File: src/rtl/imem_loader.sv
// imem_loader: boot-time program loader for the instruction memory.
// Consumes a framed image from the UART byte stream. The frame is a 4-byte
// little-endian word count N, then N little-endian words, then one XOR
// checksum byte. Each assembled word is written into instruction memory.
// The pipeline is held in reset until the checksum has been verified.
//
// Ports:
//   clk, rst     - system clock, synchronous active-high reset
//   rx_data      - received byte, qualified by the one-cycle rx_valid strobe
//   reload       - one-cycle pulse: abort and wait for a new frame
//   imem_we      - one-cycle write strobe, registered
//   imem_addr    - word-aligned byte address of the write
//   imem_wdata   - assembled little-endian instruction word
//   core_rst     - pipeline reset, high whenever not running
//   done, error  - level status: image verified / frame rejected
module imem_loader #(
    parameter int ADDR_WIDTH     = 10,
    parameter int TIMEOUT_CYCLES = 5_000_000
) (
    input  logic        clk,
    input  logic        rst,
    input  logic [7:0]  rx_data,
    input  logic        rx_valid,
    input  logic        reload,
    output logic        imem_we,
    output logic [31:0] imem_addr,
    output logic [31:0] imem_wdata,
    output logic        core_rst,
    output logic        done,
    output logic        error
);

    typedef enum logic [2:0] {HDR, DATA, CHK, RUN, ERR} state_t;

    // Bounds check is done on the full 32-bit count, so widen by one bit.
    localparam logic [32:0] MAX_WORDS = 33'd1 << ADDR_WIDTH;
    localparam logic [31:0] IDLE_LAST = 32'(TIMEOUT_CYCLES - 1);

    state_t      state, state_next;
    logic [1:0]  hdr_cnt;
    logic [1:0]  lane;
    logic [31:0] n_cnt;
    logic [31:0] wbuf;
    logic [31:0] word_idx;
    logic [7:0]  xsum;
    logic [31:0] idle_cnt;

    logic        accept;
    logic        counting;
    logic        timeout;
    logic [31:0] n_full;

    // reload wins over a simultaneous byte, which is dropped.
    assign accept   = rx_valid && !reload &&
                      (state == HDR || state == DATA || state == CHK);
    assign counting = (state == DATA) || (state == CHK) ||
                      (state == HDR && hdr_cnt != 2'd0);
    assign timeout  = counting && !accept && (idle_cnt == IDLE_LAST);
    assign n_full   = {rx_data, n_cnt[31:8]};

    always_ff @(posedge clk) begin
        if (rst || reload) begin
            state <= HDR;
        end else begin
            state <= state_next;
        end
    end

    always_comb begin
        state_next = state;
        core_rst   = 1'b1;
        done       = 1'b0;
        error      = 1'b0;
        unique case (state)
            HDR: begin
                if (accept && hdr_cnt == 2'd3) begin
                    if ({1'b0, n_full} > MAX_WORDS)
                        state_next = ERR;
                    else if (n_full == '0)
                        state_next = CHK;
                    else
                        state_next = DATA;
                end else if (timeout) begin
                    state_next = ERR;
                end
            end
            DATA: begin
                if (accept && lane == 2'd3 && (word_idx + 32'd1) == n_cnt)
                    state_next = CHK;
                else if (timeout)
                    state_next = ERR;
            end
            CHK: begin
                if (accept)
                    state_next = (rx_data == xsum) ? RUN : ERR;
                else if (timeout)
                    state_next = ERR;
            end
            RUN: begin
                core_rst = 1'b0;
                done     = 1'b1;
            end
            ERR: begin
                error = 1'b1;
            end
            default: state_next = HDR;
        endcase
    end

    always_ff @(posedge clk) begin
        if (rst || reload) begin
            hdr_cnt    <= '0;
            lane       <= '0;
            n_cnt      <= '0;
            wbuf       <= '0;
            word_idx   <= '0;
            xsum       <= '0;
            idle_cnt   <= '0;
            imem_we    <= 1'b0;
            imem_addr  <= '0;
            imem_wdata <= '0;
        end else begin
            imem_we <= 1'b0;

            if (accept)
                idle_cnt <= '0;
            else if (counting)
                idle_cnt <= idle_cnt + 32'd1;

            if (accept && (state == HDR || state == DATA))
                xsum <= xsum ^ rx_data;

            // Bytes shift in from the top so the 4th byte lands in [31:24].
            if (accept && state == HDR) begin
                n_cnt   <= n_full;
                hdr_cnt <= hdr_cnt + 2'd1;
            end

            if (accept && state == DATA) begin
                wbuf <= {rx_data, wbuf[31:8]};
                lane <= lane + 2'd1;
                if (lane == 2'd3) begin
                    imem_we    <= 1'b1;
                    imem_wdata <= {rx_data, wbuf[31:8]};
                    imem_addr  <= {word_idx[29:0], 2'b00};
                    word_idx   <= word_idx + 32'd1;
                end
            end
        end
    end

endmodule

File: config.mk
export PLATFORM = sky130hd
export DESIGN_NAME = imem_loader
export DESIGN_NICKNAME = d
export VERILOG_FILES = /design/src/rtl/imem_loader.sv
export SDC_FILE = /design/constraint.sdc
export NUM_CORES = 1
export LEC_CHECK = 0
export BUFFER_PORTS_ARGS = -buffer_cell sky130_fd_sc_hd__buf_2
export CAP_MARGIN = 20
export CORE_MARGIN = 2
export CORE_UTILIZATION = 40
export CTS_CLUSTER_DIAMETER = 30
export DETAILED_ROUTE_END_ITERATION = 12
export HOLD_SLACK_MARGIN = 0.05
export PLACE_DENSITY = 0.65
export SETUP_SLACK_MARGIN = 0.15
export SLEW_MARGIN = 20
export SYNTH_ARGS = -nofsm -noshare
export SYNTH_HDL_FRONTEND = slang
export SYNTH_SLANG_ARGS = --single-unit
File: constraint.sdc
create_clock -name clk -period 3.55 [get_ports clk]
set_clock_uncertainty 0.05 [all_clocks]
set_input_delay 0.71 -clock clk [delete_from_list [all_inputs] [get_ports clk]]
set_output_delay 0.71 -clock clk [all_outputs]
set_load 0.05 [all_outputs]
==> flow_summary.yaml, run 1 <==
synthesis:
  synth_area_sq_um: 8990
  async_reset_ff_frac: 0
  yosys_warnings: 0
  post_synth_edffs: 0
  synth_seq_area_share: 0.441
  synth.ff_latch_count: 198
  ys.flop_type: "dfxtp_1"
  syn_avg_cell_area_sq_um: 7.76
  syn-instance-count: 1159
  synth.lib_cells_used.distinct: 57
grt:
  grt_start_max_net_pins: 79
  grt_ovf: 0
  grt_antenna_before_repair: 0
  grt_pass1_vias: 7000
  grt_first_pass_wirelength_mm: 35.9
  grtUsageTotal: 0.185
timing:
  layout_worst_path_cycle_share: 0.881
  tightestPinTransition_ns: 0.879
  timing.fmax_mhz: 320
  slew_headroom: 0.413
  timing.setup.tns_ns: 0
  post-route-min-period_ns: 3.13
  timing.final.setup_violations: 0
  hold_viol: 0
  final.hold.worst_slack_ns: 0.400
  timing.final.max_slew_violations: 0
  setup_repair_after_global_routing_missed_its_margin: "no"
pwr:
  power.density_cell_area_nw_per_um2: 423
  max-vdd-ir-drop_mv: 0.212
  p_leak_nw: 3.59
outcome:
  run_status: "complete, no violations"
critical_path:
  critPathMaxStageDelay_ns: 0.55
  path_max_fanout: 9
  crit_path_top_delay_cell: "nor4_1"
  critical_path_s_most_frequent_cell: "nor4_1"
  critical_path_capture_point_type: "register"
  critical_path_class: "register to register"
  critical_path_arrival_ns: 3.41
  cp_data_required_time_ns: 3.83
  crit_path_cell_chain: "ha_1 -> nand3_1 -> or2_2 -> nor4_1 -> mux2_2 -> and3_1 -> nand4_1 -> nor4_1 -> nor2_1"
  critical_path.startpoint_type: "register"
clock_network:
  postCtsHoldBufs: 0
  htreeDepth: 4
  clkSlewWorstSetupHoldPaths_ns: 0.08
  clkSinkCount: 198
  insertion_delay_ns: 0.45
  cts_tree: "built"
  cts-root-buf: "clkbuf_16"
  postCtsResizedCells: 0
  max-clock-path-buffers: 2
  post-cts-setup-buffer-count: 0
  cts_inserted_buffers: 17
job:
  max_cap_violations: 0
floorplan:
  initial_core_util: 0.410
  design.portCount: 80
  die_w_microns: 154
  core_area_sq_um: 22000
  floorplan.rows: 54
  height_of_the_chip_microns: 154
  dieArea_sq_um: 23700
routing:
  drt_pre_antenna_iters: 5
  vias: 7675
  drt_iter0_drc: 503
  detail_route.vias_per_cell: 5.16
  wirelength_mm: 21.5
  post-route-drc-count: 0
  ant_nets: 0
  post_drt_wl_per_cell_microns: 14.5
layout:
  final_nets: 1212
  layout.filler_cells: 2185
  mostFrequentLayoutCells: "nand2_1 (300), dfxtp_1 (198), a21oi_1 (144), nor2_1 (82), buf_2 (77)"
  layout-drive-gt1-share: 0.124
  antenna-diode-count: 0
  flow.area_growth_from_synthesis_pct: 13.5
  final_common_cell: "nand2_1"
place:
  place_congestion: 0.857
  dp.final_hpwl_mm: 14.7
  portBuffers: 77
worst_hold_path:
  min_path_type: "register to register"
[layout make-up]
class / instances / area, sq um / share of cell area
Clock buffer: 17 / 425 / 0.0417
Clock inverter: 15 / 176 / 0.0173
Timing Repair Buffer: 99 / 576 / 0.0564
Sequential cell: 198 / 3960 / 0.388
Multi-Input combinational cell: 863 / 4650 / 0.456
Inverter: 16 / 60.1 / 0.00589
Tap cell: 280 / 350 / 0.0343
[power breakdown]
group / switching, mW / leakage (nW) / internal (mW)
combinational: 0.0834 / 1.70 / 0.0308
sequential: 0.00688 / 1.59 / 2.22
clock: 1.01 / 0.296 / 0.961
total: 1.10 / 3.59 / 3.21
[per-stage QoR]
stage | utilization | setup slack [ns] | power, mW | cell area (sq um) | instances
3_5_place_dp | 0.437 | 0.512 | 2.40 | 9600 | 1456
5_1_grt | 0.465 | 0.246 | 4.46 | 10200 | 1488
6_report | 0.465 | 0.423 | 4.31 | 10200 | 1488
3_3_place_gp | 0.437 | 0.542 | 2.40 | 9600 | 1456
4_1_cts | 0.465 | 0.442 | 4.36 | 10200 | 1488
2_1_floorplan | - | 0.736 | 2.36 | 9000 | 1160
[worst paths after layout]
kind                            depth (start not counted)                         end  slack, ns                        from
worst max-delay path                                    9       state[0]$_SDFFE_PP0N_       0.42    word_idx[0]$_SDFFE_PP0P_
worst min-delay path                                    2  imem_addr[15]$_SDFFE_PP0P_       0.40  imem_addr[15]$_SDFFE_PP0P_
worst max register to register                          9       state[0]$_SDFFE_PP0N_       0.42    word_idx[0]$_SDFFE_PP0P_
worst min register to register                          2  imem_addr[15]$_SDFFE_PP0P_       0.40  imem_addr[15]$_SDFFE_PP0P_
[sequential cells by signal (all words and copies together), names as in the netlist, 3 cells and up]
| name | count |
|---|---|
| state | 3 |
| wbuf | 24 |
| imem_wdata | 32 |
| imem_addr | 30 |
| idle_cnt | 32 |
| word_idx | 32 |
| xsum | 8 |
| n_cnt | 32 |
[synthesized netlist by cell type (3+ instances only)]
| cell type | n | area, sq um |
|---|---|---|
| a21oi_1 | 144 | 721 |
| and2_1 | 8 | 50.1 |
| and3_1 | 10 | 62.6 |
| and4_1 | 12 | 105 |
| buf_1 | 7 | 26.3 |
| buf_2 | 9 | 45.0 |
| clkbuf_1 | 63 | 236 |
| dfxtp_1 | 198 | 3960 |
| ha_1 | 5 | 62.6 |
| inv_1 | 16 | 60.1 |
| mux2i_1 | 8 | 80.1 |
| nand2_1 | 301 | 1130 |
| nand2b_1 | 5 | 31.3 |
| nand3_1 | 30 | 150 |
| nand3b_1 | 4 | 30.0 |
| nand4_1 | 21 | 131 |
| nor2_1 | 82 | 308 |
| nor2b_1 | 4 | 25.0 |
| nor3_1 | 17 | 85.1 |
| nor3b_1 | 4 | 30.0 |
| nor4_1 | 24 | 150 |
| nor4b_1 | 3 | 26.3 |
| o211ai_1 | 3 | 22.5 |
| o21ai_0 | 22 | 110 |
| or2_2 | 4 | 25.0 |
| or3_1 | 12 | 75.1 |
| or3_2 | 3 | 22.5 |
| xnor2_1 | 39 | 342 |
| xor2_1 | 70 | 613 |
[worst max-delay path: cells and delay by family, from the launching register on]
kind | cells | cell delay [ns]
multiplexers | 1 | 0.25
AND/OR/NAND/NOR | 7 | 1.96
adder cells (fa/ha/maj) | 1 | 0.28
flip-flops | 1 | 0.47
[routing by layer]
metal	up-vias	GRT usage	wire (microns)
li1	3928	-	-
met1	3555	0.259	10600
met2	173	0.290	9750
met3	19	0.0375	885
met4	0	0.0521	265
met5	-	0	0
[kinds of logic (layout without fill, tap and decap cells)]
group,Yosys count,after routing,share of synthesized area
buffers and inverters,99,147,0.0444
AND/OR/NAND/NOR,555,555,0.283
other,1,2,0.000417
multiplexers,10,10,0.0114
AO/OA/AOI/OAI,182,182,0.107
flip-flops,198,198,0.441
XOR/XNOR,109,109,0.106
adder cells (fa/ha/maj),5,5,0.00696
Note: power is estimated with default switching activity, not from simulation.
==> inputs of run 2 (changes only) <==
REMOVE_ABC_BUFFERS = 1   (was default)
==> run 2 against run 1 <==
Compared with the run above:
- global-route usage down 0.25 points
- first-iteration DRC count up 2.2%
- utilization down 0.17 points
- fmax down 0.24%
- critical endpoint unchanged
- clock-buffer cell count up 1
- combinational power about the same
- sequential power about the same
- critical path depth unchanged
- routed wire length down 1.2%
- die area unchanged
- power down 0.37%
==> flow_summary.yaml, run 2 (synthesis results as in run 1) <==
outcome:
  run_status: "complete, no violations"
layout:
  final_core_utilization: 0.463
  postLayoutCellArea_sq_um: 10200
  antenna-diode-count: 0
  final_nets: 1209
  final_common_cell: "nand2_1"
  mostFrequentLayoutCells: "nand2_1 (300), dfxtp_1 (198), a21oi_1 (144), nor2_1 (82), buf_2 (77)"
  layout-drive-gt1-share: 0.122
  flow.area_growth_from_synthesis_pct: 13.1
timing:
  hold_viol: 0
  post-route-min-period_ns: 3.13
  timing.final.max_slew_violations: 0
  tightestPinTransition_ns: 0.949
  timing.final.setup_violations: 0
  layout_worst_path_cycle_share: 0.883
  slew_headroom: 0.366
  setup_repair_after_global_routing_missed_its_margin: "no"
  timing.final.ws_setup_ns: 0.415
  timing.fmax_mhz: 319
floorplan:
  die_w_microns: 154
  core_area_sq_um: 22000
  dieArea_sq_um: 23700
  design.portCount: 80
  initial_core_util: 0.410
  height_of_the_chip_microns: 154
  floorplan.rows: 54
clock_network:
  cts_tree: "built"
  insertion_delay_ns: 0.44
  cts-root-buf: "clkbuf_16"
  clkSinkCount: 198
  clkSlewWorstSetupHoldPaths_ns: 0.08
  htreeDepth: 4
  postCtsHoldBufs: 0
  post-cts-setup-buffer-count: 0
  cts_inserted_buffers: 17
  max-clock-path-buffers: 2
  postCtsResizedCells: 0
critical_path:
  critical_path_class: "register to register"
  crit_path_top_delay_cell: "nor4_1"
  critPathMaxStageDelay_ns: 0.50
  critical_path_s_most_frequent_cell: "nor4_1"
  cp_data_required_time_ns: 3.82
  path_max_fanout: 9
  critical_path_arrival_ns: 3.40
  critical_path_capture_point_type: "register"
  critical_path.top_delay_family: "simple AND/OR/NAND/NOR gates"
  cp_num_buf_inv: 0
  critical_path.startpoint_type: "register"
  crit_path_cell_chain: "ha_1 -> nand3_1 -> or2_2 -> nor4_1 -> mux2_2 -> and3_1 -> nand4_1 -> nor4_1 -> nor2_1"
place:
  cell_area_after_placement_sq_um: 9570
  portBuffers: 77
  place_congestion: 0.865
  dp.final_hpwl_mm: 14.4
  dp_worst_setup_slack_ns: 0.536
grt:
  grt_first_pass_wirelength_mm: 35.6
  grt_antenna_before_repair: 0
  grt_pass1_vias: 7078
  grt_ovf: 0
  grtUsageTotal: 0.182
  grt_start_max_net_pins: 52
routing:
  post-route-drc-count: 0
  vias: 7717
  detail_route.vias_per_cell: 5.20
  ant_nets: 0
  post_drt_wl_per_cell_microns: 14.3
  drt_iter0_drc: 514
  drt_pre_antenna_iters: 5
  wirelength_mm: 21.2
worst_hold_path:
  min_path_type: "register to register"
job:
  max_cap_violations: 0
pwr:
  max-vdd-ir-drop_mv: 0.310
  total_power_mw: 4.30
  power.density_cell_area_nw_per_um2: 423
  p_leak_nw: 3.56
==> run 2: cell count changes in the layout (fill, tap and decap cells not counted) <==
| cell | previous run | this run |
|---|---|---|
| buf_12 | 2 | 1 |
| inv_12 | 2 | 0 |
| clkinv_2 | 2 | 0 |
| clkinvlp_4 | 0 | 2 |
| inv_6 | 4 | 3 |
| clkinv_8 | 4 | 2 |
| inv_8 | 3 | 2 |
| clkinv_4 | 0 | 4 |
| bufinv_16 | 0 | 1 |
| clkbuf_8 | 0 | 1 |
| buf_4 | 20 | 18 |
==> run 2: stage by stage <==
step                      TNS, ns  instances  hold WS [ns]
after global placement          0       1453         0.389
after detailed placement        0       1453         0.394
after global routing            0       1485         0.417
after floorplan            -49.48       1077         0.382
after CTS                       0       1485         0.404
final                           0       1485         0.401
==> run 2: area by class of cell <==
cell class	instances	area, sq um
clock buffer	18	439
clock inverter	14	161
fill	2198	11800
inverter	16	60.1
multi-input combinational	863	4650
sequential	198	3960
tap	280	350
timing repair buffer	96	541
==> run 2: power breakdown <==
group	switching, mW	internal [mW]	total [mW]
logic	0.0838	0.0300	0.114
registers	0.00690	2.22	2.23
clock network	0.933	1.02	1.95
total	1.02	3.27	4.30
==> run 2: worst paths after layout <==
kind                               end                 startpoint  cells past startpoint  slack, ns
max              state[0]$_SDFFE_PP0N_   word_idx[0]$_SDFFE_PP0P_                      9       0.42
min          imem_addr[9]$_SDFFE_PP0P_  imem_addr[9]$_SDFFE_PP0P_                      2       0.40
max reg2reg      state[0]$_SDFFE_PP0N_   word_idx[0]$_SDFFE_PP0P_                      9       0.42
min reg2reg  imem_addr[9]$_SDFFE_PP0P_  imem_addr[9]$_SDFFE_PP0P_                      2       0.40
==> run 2: per-layer routing <==
layer | track usage | share of wire
met4 | 0.0641 | 0.018
met5 | 0 | 0
met1 | 0.240 | 0.47
met2 | 0.298 | 0.47
met3 | 0.0389 | 0.042
==> run 2: tightest hold or removal path, stage by stage (launching register included) <==
cell and delay [ns]:
dfxtp_1 0.31, nand2_1 0.05, a21oi_1 0.05
==> inputs of run 3 (changes only) <==
CTS_CLUSTER_SIZE = 25   (was default)
PLACE_DENSITY = 0.63   (was 0.65)
SKIP_LAST_GASP = 1   (was default)
==> run 3 against run 2 <==
Compared with the run above:
- clock power grew 3%
- combinational power barely moved
- sequential cell count stayed put
- clock-buffer cell count increased by 1
- worst hold slack got worse by 0.00065 ns
- first-iteration DRC count rose by 14%
- cell count is essentially flat
- die area unchanged
- global-route usage grew 0.15 points
- via count is 0.23% lower
==> flow_summary.yaml, run 3 (synthesis results as in run 1) <==
critical_path:
  critical_path_arrival_ns: 3.39
  cp-startpoint: "word_idx[0]$_SDFFE_PP0P_"
  crit_path_cell_chain: "ha_1 -> nand3_1 -> or2_2 -> nor4_1 -> mux2_2 -> and3_1 -> nand4_1 -> nor4_1 -> nor2_1"
  path_max_fanout: 9
  cp_data_required_time_ns: 3.82
  critical_path_s_most_frequent_cell: "nor4_1"
  critical_path.top_delay_family: "simple AND/OR/NAND/NOR gates"
  critical_path_capture_point_type: "register"
  r2r-start: "word_idx[0]$_SDFFE_PP0P_"
  critPathMaxStageDelay_ns: 0.52
  critical_path_class: "register to register"
  crit_path_top_delay_cell: "nor4_1"
  cp_num_buf_inv: 0
  critical_path.startpoint_type: "register"
clock_network:
  post-cts-setup-buffer-count: 0
  insertion_delay_ns: 0.44
  postCtsHoldBufs: 0
  cts_tree: "built"
  clkSlewWorstSetupHoldPaths_ns: 0.08
  cts-root-buf: "clkbuf_16"
  postCtsResizedCells: 0
  cts_inserted_buffers: 17
  clkSinkCount: 198
  htreeDepth: 4
  max-clock-path-buffers: 2
place:
  dp_worst_setup_slack_ns: 0.514
  place_congestion: 0.889
  portBuffers: 77
  dp.final_hpwl_mm: 14.4
  cell_area_after_placement_sq_um: 9570
routing:
  post_drt_wl_per_cell_microns: 14.5
  drt_pre_antenna_iters: 5
  vias: 7699
  post-route-drc-count: 0
  wirelength_mm: 21.5
  detail_route.vias_per_cell: 5.19
  drt_iter0_drc: 586
  ant_nets: 0
timing:
  timing.final.ws_setup_ns: 0.425
  layout_worst_path_cycle_share: 0.880
  hold_viol: 0
  timing.setup.tns_ns: 0
  timing.fmax_mhz: 320
  timing.final.max_slew_violations: 0
  slew_headroom: 0.413
  timing.final.setup_violations: 0
  post-route-min-period_ns: 3.13
  setup_repair_after_global_routing_missed_its_margin: "no"
  tightestPinTransition_ns: 0.878
grt:
  grt_ovf: 0
  grtUsageTotal: 0.184
  grt_start_max_net_pins: 78
  grt_antenna_before_repair: 1
  grt_pass1_vias: 7144
  grt_first_pass_wirelength_mm: 35.8
pwr:
  power.sequential.fraction: 0.512
  power_frac_clock: 0.462
  p_comb_frac: 0.026
  p_leak_nw: 3.56
  cell_internal_pwr_mw: 3.35
  power.density_cell_area_nw_per_um2: 428
  power.switching_fraction: 0.231
  netSwitchingPower_mw: 1.01
  max-vdd-ir-drop_mv: 0.325
  total_power_mw: 4.36
floorplan:
  initial_core_util: 0.410
  dieArea_sq_um: 23700
  height_of_the_chip_microns: 154
  design.portCount: 80
  die_w_microns: 154
  core_area_sq_um: 22000
  floorplan.rows: 54
layout:
  final_common_cell: "nand2_1"
  layout-drive-gt1-share: 0.121
  antenna-diode-count: 0
  mostFrequentLayoutCells: "nand2_1 (300), dfxtp_1 (198), a21oi_1 (144), nor2_1 (82), buf_2 (77)"
  final_nets: 1208
  postLayoutCellArea_sq_um: 10200
  flow.area_growth_from_synthesis_pct: 13.3
worst_hold_path:
  min_path_type: "register to register"
  timing.hold.worst.start: "imem_addr[12]$_SDFFE_PP0P_"
job:
  max_cap_violations: 0
outcome:
  run_status: "complete, no violations"
-- run 3: changes by cell type in the layout (fill, tap and decap cells not counted), moves of 2 or more --
cell / delta
clkinv_4: -3
clkinvlp_4: +3
buf_4: -2
inv_6: -2
-- run 3: worst paths after layout --
| check | to | cells past startpoint | slack [ns] |
|---|---|---|---|
| max | state[0]$_SDFFE_PP0N_ | 9 | 0.42 |
| min | imem_addr[12]$_SDFFE_PP0P_ | 2 | 0.40 |
| max reg2reg | state[0]$_SDFFE_PP0N_ | 9 | 0.42 |
| min reg2reg | imem_addr[12]$_SDFFE_PP0P_ | 2 | 0.40 |
-- run 3: through the flow --
step | utilization | hold WS [ns] | cells
global placement | 0.436 | 0.391 | 1452
global route | 0.464 | 0.422 | 1484
CTS | 0.464 | 0.405 | 1484
floorplan | - | 0.382 | 1077
detailed placement | 0.436 | 0.394 | 1452
finish | 0.464 | 0.401 | 1484
-- run 3: power by group through the flow --
stage | logic, mW | registers [mW] | clock network, mW
2_1_floorplan | 0.0666 | 2.28 | 0
3_3_place_gp | 0.114 | 2.28 | 0
3_5_place_dp | 0.115 | 2.28 | 0
4_1_cts | 0.115 | 2.23 | 2.05
5_1_grt | 0.127 | 2.23 | 2.15
6_report | 0.114 | 2.23 | 2.01
-- run 3: cell type report --
| type | instances | area (sq um) |
|---|---|---|
| Fill cell | 2195 | 11800 |
| Multi-Input combinational cell | 863 | 4650 |
| Sequential cell | 198 | 3960 |
| Timing Repair Buffer | 95 | 546 |
| Clock buffer | 19 | 453 |
| Tap cell | 280 | 350 |
| Clock inverter | 13 | 165 |
| Inverter | 16 | 60.1 |
-- run 3: layer usage --
layer,global-route usage,part of all wire
met4,0.0579,0.018
met1,0.244,0.47
met2,0.301,0.47
met3,0.0392,0.047
met5,0,0.00033
-- run 3: worst reg2reg max path: cells and delay by family, from the launching register on --
| kind | cells | cell delay [ns] |
|---|---|---|
| flops | 1 | 0.47 |
| simple gates | 7 | 1.93 |
| fa+ha+maj | 1 | 0.29 |
| mux | 1 | 0.25 |
